--- src/rtl/jtdd_vcap_pkg.sv ---
// Shared types and helpers for the jtdd_vcap video capture receiver.
// Holds the drain FSM states, the FIFO entry geometry, pixel packing and the CRC-16/CCITT step.
package jtdd_vcap_pkg;

    localparam int VCAP_AW      = 16;
    localparam int VCAP_DEPTH   = 8;
    localparam int DATA_W       = 16;
    localparam int VCAP_ENTRY_W = VCAP_AW + DATA_W;

    typedef enum logic {
        ST_IDLE = 1'b0,
        ST_WR   = 1'b1
    } drain_state_t;

    function automatic logic [DATA_W-1:0] pack_pixel(input logic [3:0] r,
                                                     input logic [3:0] g,
                                                     input logic [3:0] b);
        return {4'h0, r, g, b};
    endfunction

    // One 16-bit word, MSB first, poly 0x1021.
    function automatic logic [15:0] crc16_step(input logic [15:0] crc,
                                               input logic [15:0] d);
        logic [15:0] c;
        c = crc;
        for (int i = 15; i >= 0; i--) begin
            c = (c[15] ^ d[i]) ? ({c[14:0], 1'b0} ^ 16'h1021) : {c[14:0], 1'b0};
        end
        return c;
    endfunction

endpackage

--- src/rtl/jtdd_vcap_fifo.sv ---
// Synchronous FIFO buffering captured {address,data} entries ahead of the frame-buffer port.
// Pointers carry one extra wrap bit to tell full from empty; push while full is ignored.
module jtdd_vcap_fifo #(
    parameter int DEPTH = 8,
    parameter int W     = 32
) (
    input  logic         clk,
    input  logic         rst_n,
    input  logic         i_push,
    input  logic         i_pop,
    input  logic [W-1:0] i_data,
    output logic [W-1:0] o_data,
    output logic         o_full,
    output logic         o_empty
);

    localparam int PW = $clog2(DEPTH);

    logic [W-1:0] r_mem [DEPTH];
    logic [PW:0]  r_wptr;
    logic [PW:0]  r_rptr;
    logic         w_do_push;
    logic         w_do_pop;

    assign o_empty   = (r_wptr == r_rptr);
    assign o_full    = (r_wptr[PW] != r_rptr[PW]) && (r_wptr[PW-1:0] == r_rptr[PW-1:0]);
    assign w_do_push = i_push & ~o_full;
    assign w_do_pop  = i_pop & ~o_empty;
    assign o_data    = r_mem[r_rptr[PW-1:0]];

    always_ff @(posedge clk) begin
        if (w_do_push) begin
            r_mem[r_wptr[PW-1:0]] <= i_data;
        end
    end

    always_ff @(posedge clk or negedge rst_n) begin
        if (!rst_n) begin
            r_wptr <= '0;
            r_rptr <= '0;
        end else begin
            if (w_do_push) r_wptr <= r_wptr + 1'b1;
            if (w_do_pop)  r_rptr <= r_rptr + 1'b1;
        end
    end

endmodule

--- src/rtl/jtdd_vcap.sv ---
// Video capture receiver: buffers active pixels and writes them to a frame buffer over req/ack,
// and measures line length / frame height. Optional frame CRC with macro JTDD_VCAP_CRC_EN.
module jtdd_vcap
    import jtdd_vcap_pkg::*;
#(
    parameter int AW    = VCAP_AW,
    parameter int DEPTH = VCAP_DEPTH
) (
    input  logic          clk,
    input  logic          rst_n,
    input  logic          pxl_cen,
    input  logic          LHBL,
    input  logic          LVBL,
    input  logic          HS,
    input  logic          VS,
    input  logic [3:0]    red,
    input  logic [3:0]    green,
    input  logic [3:0]    blue,
    input  logic          cap_en,
    output logic [AW-1:0] fb_addr,
    output logic [15:0]   fb_din,
    output logic          fb_we,
    input  logic          fb_ok,
    output logic          busy,
    output logic          frame_done,
    output logic          ovf,
    output logic [8:0]    hlen,
    output logic [8:0]    vlen,
    output logic [15:0]   crc
);

    localparam int EW = AW + DATA_W;

    logic          r_lhbl, r_lvbl, r_hs, r_vs;
    logic          w_lhbl_rise, w_lvbl_rise, w_lvbl_fall, w_hs_rise, w_vs_rise;
    logic          r_armed, r_pending, r_first, r_ovf, r_frame_done;
    logic [7:0]    r_vline, w_vline;
    logic [8:0]    r_hcol, w_hcol;
    logic          w_acc, w_push, w_drop, w_pop, w_done;
    logic          w_full, w_empty;
    logic [EW-1:0] w_entry, w_fifo_q;
    logic [AW-1:0] r_fb_addr;
    logic [15:0]   r_fb_din;
    logic          r_fb_we;
    logic [8:0]    r_hcnt, r_vcnt, r_hlen, r_vlen;
    drain_state_t  r_state, w_state_nx;

    assign w_lhbl_rise = pxl_cen & LHBL & ~r_lhbl;
    assign w_lvbl_rise = pxl_cen & LVBL & ~r_lvbl;
    assign w_lvbl_fall = pxl_cen & ~LVBL & r_lvbl;
    assign w_hs_rise   = pxl_cen & HS & ~r_hs;
    assign w_vs_rise   = pxl_cen & VS & ~r_vs;

    always_ff @(posedge clk or negedge rst_n) begin
        if (!rst_n) begin
            {r_lhbl, r_lvbl, r_hs, r_vs} <= '0;
        end else if (pxl_cen) begin
            {r_lhbl, r_lvbl, r_hs, r_vs} <= {LHBL, LVBL, HS, VS};
        end
    end

    // Effective column/line for this pixel, so a pixel coinciding with a line start uses column 0.
    assign w_hcol  = w_lhbl_rise ? 9'd0 : r_hcol;
    assign w_vline = w_lvbl_rise ? 8'd0 :
                     (w_lhbl_rise & ~r_first) ? r_vline + 8'd1 : r_vline;

    assign w_acc   = pxl_cen & LHBL & LVBL & r_armed;
    assign w_push  = w_acc & ~w_full & ~w_hcol[8];
    assign w_drop  = w_acc & ~w_push;
    assign w_entry = {AW'({w_vline, w_hcol[7:0]}), pack_pixel(red, green, blue)};
    assign w_done  = r_pending & w_empty & (r_state == ST_IDLE);

    always_ff @(posedge clk or negedge rst_n) begin
        if (!rst_n) begin
            r_vline      <= '0;
            r_hcol       <= '0;
            r_first      <= 1'b0;
            r_armed      <= 1'b0;
            r_pending    <= 1'b0;
            r_ovf        <= 1'b0;
            r_frame_done <= 1'b0;
        end else begin
            if (pxl_cen) begin
                r_vline <= w_vline;
                r_hcol  <= (w_acc && !w_hcol[8]) ? w_hcol + 9'd1 : w_hcol;
                if (w_lvbl_rise)      r_first <= ~w_lhbl_rise;
                else if (w_lhbl_rise) r_first <= 1'b0;
            end
            if (w_lvbl_rise) begin
                r_armed <= cap_en;
                r_ovf   <= 1'b0;
            end else if (w_lvbl_fall && r_armed) begin
                r_armed <= 1'b0;
            end
            if (w_drop) r_ovf <= 1'b1;
            if (w_lvbl_fall && r_armed) r_pending <= 1'b1;
            else if (w_done)            r_pending <= 1'b0;
            r_frame_done <= w_done;
        end
    end

    jtdd_vcap_fifo #(
        .DEPTH (DEPTH),
        .W     (EW)
    ) u_fifo (
        .clk     (clk),
        .rst_n   (rst_n),
        .i_push  (w_push),
        .i_pop   (w_pop),
        .i_data  (w_entry),
        .o_data  (w_fifo_q),
        .o_full  (w_full),
        .o_empty (w_empty)
    );

    always_ff @(posedge clk or negedge rst_n) begin
        if (!rst_n) r_state <= ST_IDLE;
        else        r_state <= w_state_nx;
    end

    always_comb begin
        w_state_nx = r_state;
        w_pop      = 1'b0;
        case (r_state)
            ST_IDLE: begin
                if (!w_empty) begin
                    w_pop      = 1'b1;
                    w_state_nx = ST_WR;
                end
            end
            ST_WR: begin
                if (fb_ok) w_state_nx = ST_IDLE;
            end
            default: w_state_nx = ST_IDLE;
        endcase
    end

    // Address/data are only loaded on a pop, so they stay frozen for the whole request.
    always_ff @(posedge clk or negedge rst_n) begin
        if (!rst_n) begin
            r_fb_addr <= '0;
            r_fb_din  <= '0;
            r_fb_we   <= 1'b0;
        end else if (w_pop) begin
            {r_fb_addr, r_fb_din} <= w_fifo_q;
            r_fb_we               <= 1'b1;
        end else if (r_state == ST_WR && fb_ok) begin
            r_fb_we <= 1'b0;
        end
    end

    // A VS edge that lands on an HS edge counts that line toward the new frame.
    always_ff @(posedge clk or negedge rst_n) begin
        if (!rst_n) begin
            r_hcnt <= '0;
            r_vcnt <= '0;
            r_hlen <= '0;
            r_vlen <= '0;
        end else begin
            if (w_hs_rise) begin
                r_hlen <= r_hcnt;
                r_hcnt <= 9'd1;
            end else if (pxl_cen && r_hcnt != 9'h1FF) begin
                r_hcnt <= r_hcnt + 9'd1;
            end
            if (w_vs_rise) begin
                r_vlen <= r_vcnt;
                r_vcnt <= {8'd0, w_hs_rise};
            end else if (w_hs_rise && r_vcnt != 9'h1FF) begin
                r_vcnt <= r_vcnt + 9'd1;
            end
        end
    end

`ifdef JTDD_VCAP_CRC_EN
    logic [15:0] r_crc_acc;
    logic [15:0] r_crc;

    always_ff @(posedge clk or negedge rst_n) begin
        if (!rst_n) begin
            r_crc_acc <= 16'hFFFF;
            r_crc     <= 16'h0000;
        end else begin
            if (w_lvbl_rise) r_crc_acc <= 16'hFFFF;
            else if (w_push) r_crc_acc <= crc16_step(r_crc_acc, w_entry[DATA_W-1:0]);
            if (w_done) r_crc <= r_crc_acc;
        end
    end

    assign crc = r_crc;
`else
    assign crc = 16'h0000;
`endif

    assign fb_addr    = r_fb_addr;
    assign fb_din     = r_fb_din;
    assign fb_we      = r_fb_we;
    assign frame_done = r_frame_done;
    assign ovf        = r_ovf;
    assign hlen       = r_hlen;
    assign vlen       = r_vlen;
    assign busy       = r_armed | r_pending | ~w_empty | r_fb_we;

endmodule
--- config.mk ---
export PLATFORM = sky130hd
export DESIGN_NAME = jtdd_vcap
export DESIGN_NICKNAME = d
export VERILOG_FILES = /design/src/rtl/jtdd_vcap_pkg.sv /design/src/rtl/jtdd_vcap_fifo.sv /design/src/rtl/jtdd_vcap.sv
export SDC_FILE = /design/constraint.sdc
export NUM_CORES = 1
export LEC_CHECK = 0
export ABC_AREA = 1
export CAP_MARGIN = 5
export CORE_ASPECT_RATIO = 0.8
export CORE_MARGIN = 2
export CORE_UTILIZATION = 44
export CTS_CLUSTER_DIAMETER = 80
export DETAILED_ROUTE_END_ITERATION = 8
export DONT_BUFFER_PORTS = 1
export PLACE_DENSITY = 0.69
export REMOVE_ABC_BUFFERS = 1
export SLEW_MARGIN = 20
export SYNTH_ARGS = -nofsm -noshare
export SYNTH_HDL_FRONTEND = slang
export SYNTH_SLANG_ARGS = --single-unit
--- constraint.sdc ---
create_clock -name clk -period 3.4 [get_ports clk]
set_input_delay 0.17 -clock clk [delete_from_list [all_inputs] [get_ports clk]]
set_output_delay 0.17 -clock clk [all_outputs]
set_load 0.1 [all_outputs]
### Word level (Yosys, flattened, before mapping)

Memory sizes are Yosys's and may differ from the RTL's. A register that Yosys moved wholly into a read port is not among the register bits.
Index checks and enable logic that the tools add are counted.

| word-level totals | value |
|---|---|
| flip-flop bits (word level) | 88 |
| bits in writable memories | 224 |
| logic and storage cells | 107 |
| memories | 1 |

| operators by class | value |
|---|---|
| add/sub/neg operators | 6 |
| equality and inequality tests | 5 |
| muxes and demuxes | 24 |
| bitwise operators | 35 |
| reductions and logical operators | 16 |

Memories:

| memory | words | bits a word | rd ports | clocked after Yosys merged registers in | wr ports | line | text |
|---|---|---|---|---|---|---|---|
| u_fifo.r_mem | 8 | 28 | 1 | 1 | 1 | jtdd_vcap_fifo.sv:19 | `logic [W-1:0] r_mem [DEPTH];` |

Operator list:

| kind | count |
|---|---|
| $mux W9 | 6 |
| $add A9 B1 Y9 const B | 3 |
| $and A1 B1 Y1 | 20 |
| $ne A9 B9 Y1 const B | 2 |
| $mux W8 | 2 |
| $mux W1 | 15 |
| $reduce_bool A2 Y1 | 7 |
| $not A1 Y1 | 12 |
| $add A4 B1 Y4 const B | 2 |
| $add A8 B1 Y8 const B | 1 |
| $logic_and A1 B1 Y1 | 6 |
| $eq A4 B4 Y1 | 1 |
| $eq A3 B3 Y1 | 1 |
| $or A1 B1 Y1 | 3 |
| $logic_not A1 Y1 | 2 |
| $pmux W1 S2 | 1 |
| $reduce_and A2 Y1 | 1 |
| $ne A1 B1 Y1 | 1 |

### Depth between registers and ports, before layout

| logic depth | value |
|---|---|
| depth after elaboration | 8 |
| gate-level depth with buffers | 12 |
| mapped depth without buffers | 12 |

### Hierarchy

From an unflattened synthesis, not the netlist that was laid out.

| second synthesis, totals | value |
|---|---|
| cell total of the unflattened synthesis | 1353 |
| area total of the unflattened synthesis | 14998.1 sq um |

By module, submodules not included:

| module | instances | cells each | area an instance (sq um) | sequential area each (sq um) |
|---|---|---|---|---|
| jtdd_vcap_fifo | 1 | 811 | 10533.9 | 7887.6 |
| jtdd_vcap | 1 | 542 | 4464.3 | 2402.3 |

### Least setup slack after synthesis

OpenSTA, ideal clock, no wires.

| path | value |
|---|---|
| kind | register to register |
| start point | register r_lhbl |
| end point | memory u_fifo.r_mem[1][0] (netlist name) (enable) |
| library setup time | 0.413 ns |
| arrival time | 2.226 ns |
| setup slack | 0.761 ns |
| stages on the path, launching flop included | 8 |
| path buffers | 0 |
| clock period less this slack | 2.639 ns |
| cells stage by stage | dfrtp_1 > inv_1 > nand3_2 > nand2_1 > nand2_1 > inv_2 > nand3_1 > nor2_1 |

| between the ends | value |
|---|---|
| cells in the longest elaborated chain, start to end | 8 |

RTL lines:

| what | line | text |
|---|---|---|
| start, declared | jtdd_vcap.sv:34 | `logic r_lhbl, r_lvbl, r_hs, r_vs;` |
| start signal, assigned | jtdd_vcap.sv:58 | `{r_lhbl, r_lvbl, r_hs, r_vs} <= {LHBL, LVBL, HS, VS};` |
| $not A1 Y1 | jtdd_vcap.sv:48 | `assign w_lhbl_rise = pxl_cen & LHBL & ~r_lhbl;` |
| $and A1 B1 Y1 | jtdd_vcap.sv:48 |  |
| $mux W9 | jtdd_vcap.sv:63 | `assign w_hcol = w_lhbl_rise ? 9'd0 : r_hcol;` |
| $not A1 Y1 | jtdd_vcap.sv:68 | `assign w_push = w_acc & ~w_full & ~w_hcol[8];` |
| $and A1 B1 Y1 | jtdd_vcap.sv:68 |  |
| $and A1 B1 Y1 | jtdd_vcap_fifo.sv:27 | `assign w_do_push = i_push & ~o_full;` |
| $mux W1 | jtdd_vcap_fifo.sv:32 | `if (w_do_push) begin` |
| $mux W1 (implied by the code) | jtdd_vcap_fifo.sv:33 | `r_mem[r_wptr[PW-1:0]] <= i_data;` |
| end, declared | jtdd_vcap_fifo.sv:19 |  |

No other way between the ends.

### Worst setup path after layout

| path | value |
|---|---|
| start point | register u_fifo.r_rptr[0] |
| end point | register r_fb_addr[8], in the netlist fb_addr[8] (read register of u_fifo.r_mem) |

| between the ends | value |
|---|---|
| cells in the longest elaborated chain, start to end | 3 |

RTL lines:

| what | line | text |
|---|---|---|
| start, declared | jtdd_vcap_fifo.sv:21 | `logic [PW:0] r_rptr;` |
| start signal, assigned | jtdd_vcap_fifo.sv:43 | `if (w_do_pop) r_rptr <= r_rptr + 1'b1;` |
| $eq A4 B4 Y1 | jtdd_vcap_fifo.sv:25 | `assign o_empty = (r_wptr == r_rptr);` |
| $mux W1 | jtdd_vcap.sv:126 | `if (!w_empty) begin` |
| $mux W1 | jtdd_vcap.sv:124 | `case (r_state)` |
| end, declared | jtdd_vcap.sv:42 | `logic [AW-1:0] r_fb_addr;` |

Parallel ways exist; a longest one is shown, timed or not.
A chain may end at the register's enable or synchronous reset.

==> metrics.csv <==
stage,metric,value,unit
layout,Layout area overhead,12.3,%
routing,via/cell ratio,5.07,
critical_path,Crit path top cell by count,nand2_1,
routing,drt initial violations,791,
synth,Mapped Cells,1371,
synth,top_reg_cell synth,edfxtp_1,
synth,Synth cell types,33,
routing,routed wire length per instance,17.3,microns
grt,first-pass GRT wire length,50100,microns
layout,ant diodes,0,
routing,number of remaining DRC errors,0,
timing,Hold WS,0.111,ns
timing,final-report hold violation count,0,
critical_path,"delay-heaviest family, CP",flip-flops,
pwr,"IR drop worst, VDD",390,uV
placement,routability cong.,0.819,
routing,DR pass1 iterations,5,
min_path,worst hold path type,in2reg,
routing,Antenna Violating Nets Remaining,0,
synth,mean cell area of the mapped netlist,10.2,sq um
cts,"Clk pin slew, worst setup/hold paths",0.06,ns
die,Starting Density,0.445,
pwr,P per Cell Area,848,nW/um^2
cts,Num CTS Buffers,35,
synth,"area leader, netlist",edfxtp_1,
timing,RSZ-0062 raised after global routing,no,
placement,IO buf count,0,
grt,antenna violations before repair,0,
synth,YS warnings,0,
cts,clock latency at the later pin of the worst-skew pair,0.52,ns
synth,Post-synth ARST share,0.309,
die,Row Count,58,
layout,"Design Area, Final",15600,sq um
routing,WL final,31900,microns
critical_path,Crit Path Class,reg2reg,
critical_path,"Req. time, crit path",3.85,ns
synth,proportion of netlist area held by the largest area contributor,0.483,
timing,Setup Skew,0.0109,ns
pwr,Leak,6.61,nW
grt,number of global-route vias before repair,8955,
cts,clk buf depth,3,
routing,via count,9335,
layout,nets,1424,
timing,Max Freq,417,MHz
layout,share of cells above drive strength 1,0.0817,
synth,part of the Yosys area used for sequential elements,0.663,
cts,Post-CTS Setup Repair Bufs,0,
grt,largest net degree at the start of global routing,101,
die,Die Y,163,microns
die,Core ar.,31300,sq um
timing,period utilisation layout,0.706,
cts,"Gates resized, CTS repair",0,
run_status,outcome,completed,
flow_run,Max Cap Violations,0,
critical_path,WP buf/inv,1,
timing,minimum clock period,2.40,ns
layout,Final Util,0.500,
cts,clock tree sinks,324,
timing,actual slew at the worst max-slew pin,1.01,ns
grt,GR Overflow Total,0,
placement,placed cell areas,14200,sq um
critical_path,Setup crit end kind,register,
synth,"FF+latch count, synth",324,
critical_path,Crit Path Max Fanout,77,
die,I/O pins,91,
critical_path,CP max stage delay,0.79,ns
critical_path,crit path cell chain,buf_4 > o21ai_0 > o21ai_0 > nand2_1 > nand2_1 > nand2_1 > nand2_1,
synth,synthesized area,13900,sq um
timing,Final Max Tran Viols,0,
critical_path,startpoint type of the worst setup path,register,
critical_path,Worst Path Arrival,2.85,ns
grt,GRT Total Usage,0.196,
cts,CTS Hold Buffers Added,24,
die,die width,203,microns
synth,Area contributors post-synth,"edfxtp_1, dfrtp_1, nand2_1",
placement,dpl cells,1754,
die,Die Area,33100,sq um
synth,Post-synth EDFFs,224,
critical_path,Crit-path slowest cell,dfrtp_4,
timing,Slew HR,0.328,
cts,clock root cell,clkbuf_16,
timing,"Setup violations, final",0,
placement,DP Wirelength,18800,microns
layout,final std cells w/o fill,1840,
cts,CTS tree,yes,
pwr,total power after layout,0.0133,W
cts,level count of the clock H-tree,2,
-- flip-flops by register name, summed over array words and instances, names as in the netlist, 9 cells and up --
| register | flops |
|---|---|
| vlen | 9 |
| fb_din | 12 |
| r_hcnt | 9 |
| r_vcnt | 9 |
| fb_addr | 16 |
| hlen | 9 |
| u_fifo.r_mem | 224 |
| r_hcol | 9 |
-- Yosys cell counts, types with 4 or more instances --
cell type and instances:
nand2_1 542, edfxtp_1 224, o21ai_0 120, dfrtp_1 100, nor2_1 96, inv_1 68, nand3_1 36, buf_4 33
o21ai_1 27, buf_2 23, a21oi_1 16, nand4_1 15, clkbuf_1 11, ha_1 8, buf_6 7, inv_2 5
nor2_4 5, xor2_1 5, buf_1 4, nand2_2 4
-- power by group --
part	switching, W	internal, W
Sequential	0.00179	0.00454
Combinational	0.00230	0.000892
Clock	0.00153	0.00219
-- placed cells by master, fill, tap and decap left out, types with 2 or more instances in the layout --
| cell type | instances |
|---|---|
| conb_1 | 20 |
| nand2_1 | 542 |
| edfxtp_1 | 224 |
| ha_1 | 8 |
| inv_2 | 5 |
| o21ai_0 | 120 |
| nand4_1 | 15 |
| o21ai_1 | 27 |
| buf_12 | 2 |
| nor2_1 | 88 |
| clkinv_2 | 8 |
| nand3_2 | 3 |
| nand3_1 | 36 |
| nand2_2 | 4 |
| nand2_4 | 3 |
| clkbuf_16 | 37 |
| buf_4 | 20 |
| clkbuf_1 | 3 |
| xor2_1 | 5 |
| nor2_8 | 2 |
| nor2_2 | 11 |
| dfrtp_1 | 99 |
| a21oi_1 | 16 |
| clkbuf_8 | 6 |
| dlygate4sd3_1 | 23 |
| nor3_1 | 3 |
| clkinv_1 | 5 |
| inv_1 | 67 |
| nor2_4 | 5 |
-- per-stage QoR --
stage	setup TNS (ns)	setup WS [ns]
6_report	0	1.00
4_1_cts	0	0.985
3_5_place_dp	0	1.02
5_1_grt	0	0.790
2_1_floorplan	-192.06	-0.853
3_3_place_gp	0	1.05
-- worst paths after layout --
check | from | endpoint | slack, ns | depth (start not counted)
hold reg to reg | u_fifo.r_wptr[3] | u_fifo.r_wptr[3] | 0.50 | 2
hold / removal | pxl_cen | r_vcnt[2] | 0.11 | 4
setup reg to reg | u_fifo.r_rptr[0] | fb_addr[8] | 1.00 | 7
setup / recovery | u_fifo.r_rptr[0] | fb_addr[8] | 1.00 | 7
max in group asynchronous | rst_n | r_vline[4] | 2.70 | 2
min in group asynchronous | rst_n | fb_din[2] | 0.24 | 2
-- layout make-up --
cell class / instances / area [sq um]
Clock inverter: 16 / 118
Multi-Input combinational cell: 914 / 4000
Tap cell: 420 / 526
Clock buffer: 46 / 1020
Timing Repair Buffer: 46 / 448
Fill cell: 2785 / 15700
Sequential cell: 324 / 9230
Inverter: 74 / 280
-- kinds of logic after synthesis --
| logic type | Yosys count | synth area share |
|---|---|---|
| and+or+nand+nor | 713 | 0.208 |
| DFF | 324 | 0.663 |
| AOI/OAI and AO/OA | 166 | 0.0606 |
| buffers and inverters | 152 | 0.0559 |
| adders and majority gates | 8 | 0.00719 |
| xor gates and xnor gates | 7 | 0.00494 |
| other | 1 | 0.000269 |
-- worst register-to-register path: stages (launching register included) --
cell     delay [ns]
dfrtp_4        0.79
buf_4          0.72
o21ai_0        0.27
o21ai_0        0.26
nand2_1        0.08
nand2_1        0.09
nand2_1        0.05
nand2_1        0.09
-- metal layers --
metal | wire, microns | vias up | track usage
li1 | - | 4519 | -
met1 | 14100 | 4462 | 0.274
met2 | 15100 | 295 | 0.316
met3 | 1990 | 59 | 0.0359
met4 | 719 | 0 | 0.0557
met5 | 0 | - | 0
No activity file was read; power rests on OpenSTA's default activity.
